<file path="config.mk">
export PLATFORM = sky130hd
export DESIGN_NAME = multi_input_gate_bank
export DESIGN_NICKNAME = d
export VERILOG_FILES = /design/src/rtl/gate_bank_pkg.sv /design/src/rtl/gate_bank_delay_line.sv /design/src/rtl/multi_input_gate_bank.sv
export SDC_FILE = /design/constraint.sdc
export NUM_CORES = 1
export LEC_CHECK = 0
export CORE_AREA = 2 2 42 52
export CTS_CLUSTER_DIAMETER = 150
export CTS_CLUSTER_SIZE = 14
export DETAILED_ROUTE_END_ITERATION = 12
export DIE_AREA = 0 0 44 54
export PLACE_DENSITY = 0.82
export SLEW_MARGIN = 20
export SYNTH_ARGS = -nofsm -noshare
export SYNTH_HDL_FRONTEND = slang
export SYNTH_SLANG_ARGS = --single-unit
export TNS_END_PERCENT = 10
</file>
<file path="constraint.sdc">
create_clock -name clk -period 1.74 [get_ports clk]
set_clock_uncertainty 0.05 [all_clocks]
set_input_delay 0.174 -clock clk [delete_from_list [all_inputs] [get_ports clk]]
set_output_delay 0.174 -clock clk [all_outputs]
set_load 0.05 [all_outputs]
</file>
<file path="src/rtl/gate_bank_pkg.sv">
// Shared definitions for multi_input_gate_bank: function codes, code validity check
// and the per-channel reduce function.
package gate_bank_pkg;

  localparam int FUNC_W     = 3;
  localparam int MAX_INPUTS = 8;

  localparam logic [FUNC_W-1:0] FUNC_AND  = 3'b000;
  localparam logic [FUNC_W-1:0] FUNC_NAND = 3'b001;
  localparam logic [FUNC_W-1:0] FUNC_OR   = 3'b010;
  localparam logic [FUNC_W-1:0] FUNC_NOR  = 3'b011;
  localparam logic [FUNC_W-1:0] FUNC_XOR  = 3'b100;
  localparam logic [FUNC_W-1:0] FUNC_XNOR = 3'b101;

  function automatic logic is_valid_func(input logic [FUNC_W-1:0] code);
    logic ok;
    case (code)
      FUNC_AND, FUNC_NAND, FUNC_OR, FUNC_NOR, FUNC_XOR, FUNC_XNOR: ok = 1'b1;
      default: ok = 1'b0;
    endcase
    return ok;
  endfunction

  // Only the low n bits of vec take part; the rest are padding up to MAX_INPUTS.
  function automatic logic gate_reduce(input logic [FUNC_W-1:0]     code,
                                       input logic [MAX_INPUTS-1:0] vec,
                                       input int                    n);
    logic r_and;
    logic r_or;
    logic r_xor;
    logic res;
    r_and = 1'b1;
    r_or  = 1'b0;
    r_xor = 1'b0;
    for (int i = 0; i < MAX_INPUTS; i++) begin
      if (i < n) begin
        r_and = r_and & vec[i];
        r_or  = r_or  | vec[i];
        r_xor = r_xor ^ vec[i];
      end
    end
    case (code)
      FUNC_AND:  res = r_and;
      FUNC_NAND: res = ~r_and;
      FUNC_OR:   res = r_or;
      FUNC_NOR:  res = ~r_or;
      FUNC_XOR:  res = r_xor;
      FUNC_XNOR: res = ~r_xor;
      default:   res = 1'b0;
    endcase
    return res;
  endfunction

endpackage

</file>
<file path="src/rtl/gate_bank_delay_line.sv">
// gate_delay_line: WIDTH-wide, DEPTH-stage shift register with async reset and hold.
module gate_delay_line #(
  parameter int WIDTH = 3,
  parameter int DEPTH = 1
) (
  input  logic             clk,
  input  logic             rst,
  input  logic             hold,
  input  logic [WIDTH-1:0] din,
  output logic [WIDTH-1:0] dout
);

  logic [WIDTH-1:0] stages [DEPTH];

  // Shift one stage per unheld edge; hold freezes every stage.
  always_ff @(posedge clk or posedge rst) begin
    if (rst) begin
      for (int i = 0; i < DEPTH; i++) begin
        stages[i] <= '0;
      end
    end else if (!hold) begin
      stages[0] <= din;
      for (int i = 1; i < DEPTH; i++) begin
        stages[i] <= stages[i-1];
      end
    end
  end

  assign dout = stages[DEPTH-1];

endmodule

</file>
<file path="src/rtl/multi_input_gate_bank.sv">
// multi_input_gate_bank: CHANNELS run-time-selectable INPUTS-wide gates with a
// clocked propagation delay of DELAY_CYCLES+1 edges.
module multi_input_gate_bank
  import gate_bank_pkg::*;
#(
  parameter int                CHANNELS     = 3,
  parameter int                INPUTS       = 3,
  parameter int                DELAY_CYCLES = 0,
  parameter logic [FUNC_W-1:0] FUNC_RESET   = 3'b000
) (
  input  logic                         clk,
  input  logic                         rst,
  input  logic [CHANNELS*INPUTS-1:0]   in_bits,
  input  logic [FUNC_W-1:0]            func_sel,
  input  logic                         func_load,
  input  logic                         hold,
  output logic [CHANNELS-1:0]          y,
  output logic                         busy,
  output logic                         err
);

  localparam int LAT   = DELAY_CYCLES + 1;
  localparam int CNT_W = $clog2(16 + 1);

  logic [FUNC_W-1:0]   func_reg;
  logic [CNT_W-1:0]    busy_cnt;
  logic [CNT_W-1:0]    cnt_next;
  logic                load_ok;
  logic [CHANNELS-1:0] gate_out;

  // A load is only honoured for one of the six defined codes.
  always_comb begin
    load_ok = func_load && is_valid_func(func_sel);
  end

  // A load (even under hold) reloads the full latency; otherwise count down on unheld edges.
  always_comb begin
    cnt_next = busy_cnt;
    if (load_ok) begin
      cnt_next = CNT_W'(LAT);
    end else if (!hold && (busy_cnt != '0)) begin
      cnt_next = busy_cnt - CNT_W'(1);
    end else begin
      cnt_next = busy_cnt;
    end
  end

  always_ff @(posedge clk or posedge rst) begin
    if (rst) begin
      func_reg <= FUNC_RESET;
      busy_cnt <= '0;
      busy     <= 1'b0;
      err      <= 1'b0;
    end else begin
      if (load_ok) begin
        func_reg <= func_sel;
      end
      busy_cnt <= cnt_next;
      busy     <= (cnt_next != '0);
      err      <= func_load && !is_valid_func(func_sel);
    end
  end

  // Gates evaluate with the function in force before the edge.
  always_comb begin
    gate_out = '0;
    for (int c = 0; c < CHANNELS; c++) begin
      gate_out[c] = gate_reduce(func_reg, MAX_INPUTS'(in_bits[c*INPUTS +: INPUTS]), INPUTS);
    end
  end

  gate_delay_line #(
    .WIDTH (CHANNELS),
    .DEPTH (LAT)
  ) u_delay (
    .clk  (clk),
    .rst  (rst),
    .hold (hold),
    .din  (gate_out),
    .dout (y)
  );

endmodule
</file>
==> results_dict.tcl <==
set metrics [dict create \
    synthTopCellsByCount "inv_1 (15), dfrtp_1 (13), nand2_1 (11)" \
    yosys.area_share.adder_pct 10.34 \
    dp_hpwl_um 1447 \
    ys_ff_latch 13 \
    slew_headroom_pct 67.39 \
    critPathTopFamily "buffers and inverters" \
    fin_crit_ns 1.664 \
    cts_buffers 3 \
    fp-row-count 18 \
    yosysSeqAreaShare_pct 38.40 \
    placed_cell_area_um2 1080 \
    clock_power_share_pct 16.3 \
    drtIter0Drc 7 \
    die_y_um 54 \
    ys_types 29 \
    power.switching_uw 455.5 \
    clock-sinks 13 \
    antenna_cells 0 \
    cp_num_buf_inv 1 \
    fmax_mhz 600.9 \
    grt_max_degree 14 \
    hold_viol_final 0 \
    p_per_area_nw_per_um2 1038 \
    max-vdd-ir-drop_uv 619.2 \
    clk_latency_ns 0.28 \
    io-pin-count 21 \
    via_per_inst 5.187 \
    post-route-drc-count 0 \
    hold_class "in -> async" \
    routed_wl_um 1757 \
    rsz0062_at_grt "false" \
    synth_top_cell_area_share_pct 38.40 \
    start_util_pct 43.73 \
    combPwrFrac_pct 45.9 \
    synth-xor-area-share_pct 9.306 \
    synth_edf_count 0 \
    run_status "finished, final reports clean" \
    clock-root-buffer "clkbuf_4" \
    crit_fanout 2 \
    via_count 721 \
    synth-simple-area-share_pct 16.40 \
    arrival_ns 1.44 \
    cts_max_path_buffers 2 \
    pwr-share-seq_pct 37.8 \
    cp.required_ns 1.52 \
    synth-compound-area-share_pct 16.54 \
    grt_pass1_wl_um 2932 \
    slowest_stage "clkdlybuf4s50_1" \
    crit_chain "clkdlybuf4s50_1" \
    grt.total_usage_pct 17.70 \
    ys.flop_type "dfrtp_1" \
    pre_cts_slack_ns -0.04917 \
    ys_async_sr_fraction_pct 100.0 \
    largest_reg_flops 5 \
    io_buffers 20 \
    setup_slack_ns 0.07571 \
    leakagePower_nw 0.5353 \
    ys_warn_count 0 \
    maxCapViolations 0 \
    netlist_area_um2 847.1 \
    design_area_um2 1112 \
    syn-num-nets 117 \
    internal_power_uw 698.8 \
    p_sw_share_pct 39.46 \
    synthTopCellsByArea "dfrtp_1 (38%), ha_1 (10%), xnor2_1 (9.3%)" \
    first_global_vias 705 \
    period_share_pct 95.65 \
    avgSynthCellArea_um2 9.011 \
    critPathKind "reg -> out" \
    yosysTopAreaCell "dfrtp_1" \
    dr.pass1.iters 4 \
    rr_worst_depth 4 \
    critPathCaptureType "output pin" \
    die_w_um 44 \
    synth_top_family_by_area "compound AO/OA/AOI/OAI gates" \
    slew_violations 0 \
    ant_nets 0 \
    max_stage_delay_ns 0.80 \
    cts-htree-levels 1 \
    drive_gt1_share_pct 10.08 \
    synth_most_common_cell "inv_1" \
    wl_per_cell_um 12.64 \
    power_mw 1.154 \
    dieArea_um2 2376 \
    cts_tree "built" \
    hold_slack_ns 0.1573 \
    layout.nets 143 \
    finalWeightedCongestion 0.7311 \
    gr-total-overflow 0 \
    cp.depth 1 \
    area_growth_pct 31.32 \
    cts.clk_slew.worst_paths_ns 0.08 \
    synth_cells 94 \
    core_area_um2 1937 \
    critPathLaunchType "flip-flop" \
    tightest_slew_ns 0.4877 \
    finalSetupViolations 0 \
    synthMuxAreaShare_pct 1.182 \
    grt_antenna_before_repair 0 \
]
## through the flow
stage	util (%)	setup TNS, ns	std cells
2_1_floorplan	-	0	94
3_3_place_gp	55.75	0	135
3_5_place_dp	55.75	-0.07770	135
4_1_cts	57.11	0	139
5_1_grt	57.43	0	139
6_report	57.43	0	139
## routing by layer
layer	vias to the layer above	routed length (µm)	global-route usage, %
met5	-	0	0
met2	17	905	31.62
met4	0	48	9.091
met3	4	65	3.020
li1	369	-	-
met1	331	737	20.00
## worst reg2reg max path: stages (launching register included)
cell	delay [ns]
dfrtp_1	0.45
or4_4	0.51
and2_1	0.18
o21ai_2	0.14
o211ai_2	0.09
## cells by family after synthesis
family	after synthesis
adder cells (fa/ha/maj)	7
multiplexers	1
buffers and inverters	17
XOR/XNOR	9
AO/OA/AOI/OAI	20
flip-flops	13
AND/OR/NAND/NOR	27
## cell usage in the layout, fill, tap and decap left out
cell	instances
clkbuf_1	1
o211ai_2	1
xnor2_1	9
a211o_1	1
o31ai_1	2
nor2b_1	1
buf_4	5
o311a_1	1
a22oi_1	3
o21ai_0	2
a32oi_1	1
nand3b_1	1
a31oi_1	1
clkbuf_4	3
o21ai_2	1
nand2b_1	2
clkdlybuf4s50_1	18
nor4_1	1
dfrtp_1	13
inv_1	15
nor2_1	3
and3_1	1
ha_1	7
nand2_1	11
or4_4	1
a21oi_1	6
nor3_1	3
or3_1	1
nor4b_2	1
a21boi_1	1
and2_1	1
mux2i_1	1
## path summary, 6_finish.rpt
kind	startpoint	endpoint	slack, ns
hold / removal	rst	u_delay.dout[1]	0.16
min in group clk	func_sel[0]	func_reg[0]	0.39
hold reg to reg	u_delay.dout[0]	u_delay.dout[0]	0.48
setup / recovery	u_delay.dout[2]	y[2]	0.08
max in group asynchronous	rst	err	1.16
setup reg to reg	busy_cnt[2]	busy	0.19
## power groups by stage
stage,clock network (mW),registers [mW],logic [mW]
floorplan,0,0.520,0.282
detailed placement,0,0.442,0.528
finish,0.188,0.437,0.530
global route,0.212,0.448,0.583
CTS,0.193,0.435,0.530
global placement,0,0.439,0.508
## cell type report
type / count / area [µm²]
inverter: 15 / 56.30
fill: 173 / 824.5
sequential: 13 / 325.3
multi-input combinational: 64 / 461.7
tap: 20 / 25.02
timing repair buffer: 23 / 217.7
clock buffer: 4 / 26.28
## repair_timing
action,in CTS,in global routing
endpoints found under the setup margin,0,3
hold buffers,0,0
gates resized for setup,0,1
setup buffers,0,0
Note: power is estimated with default switching activity, not from simulation.
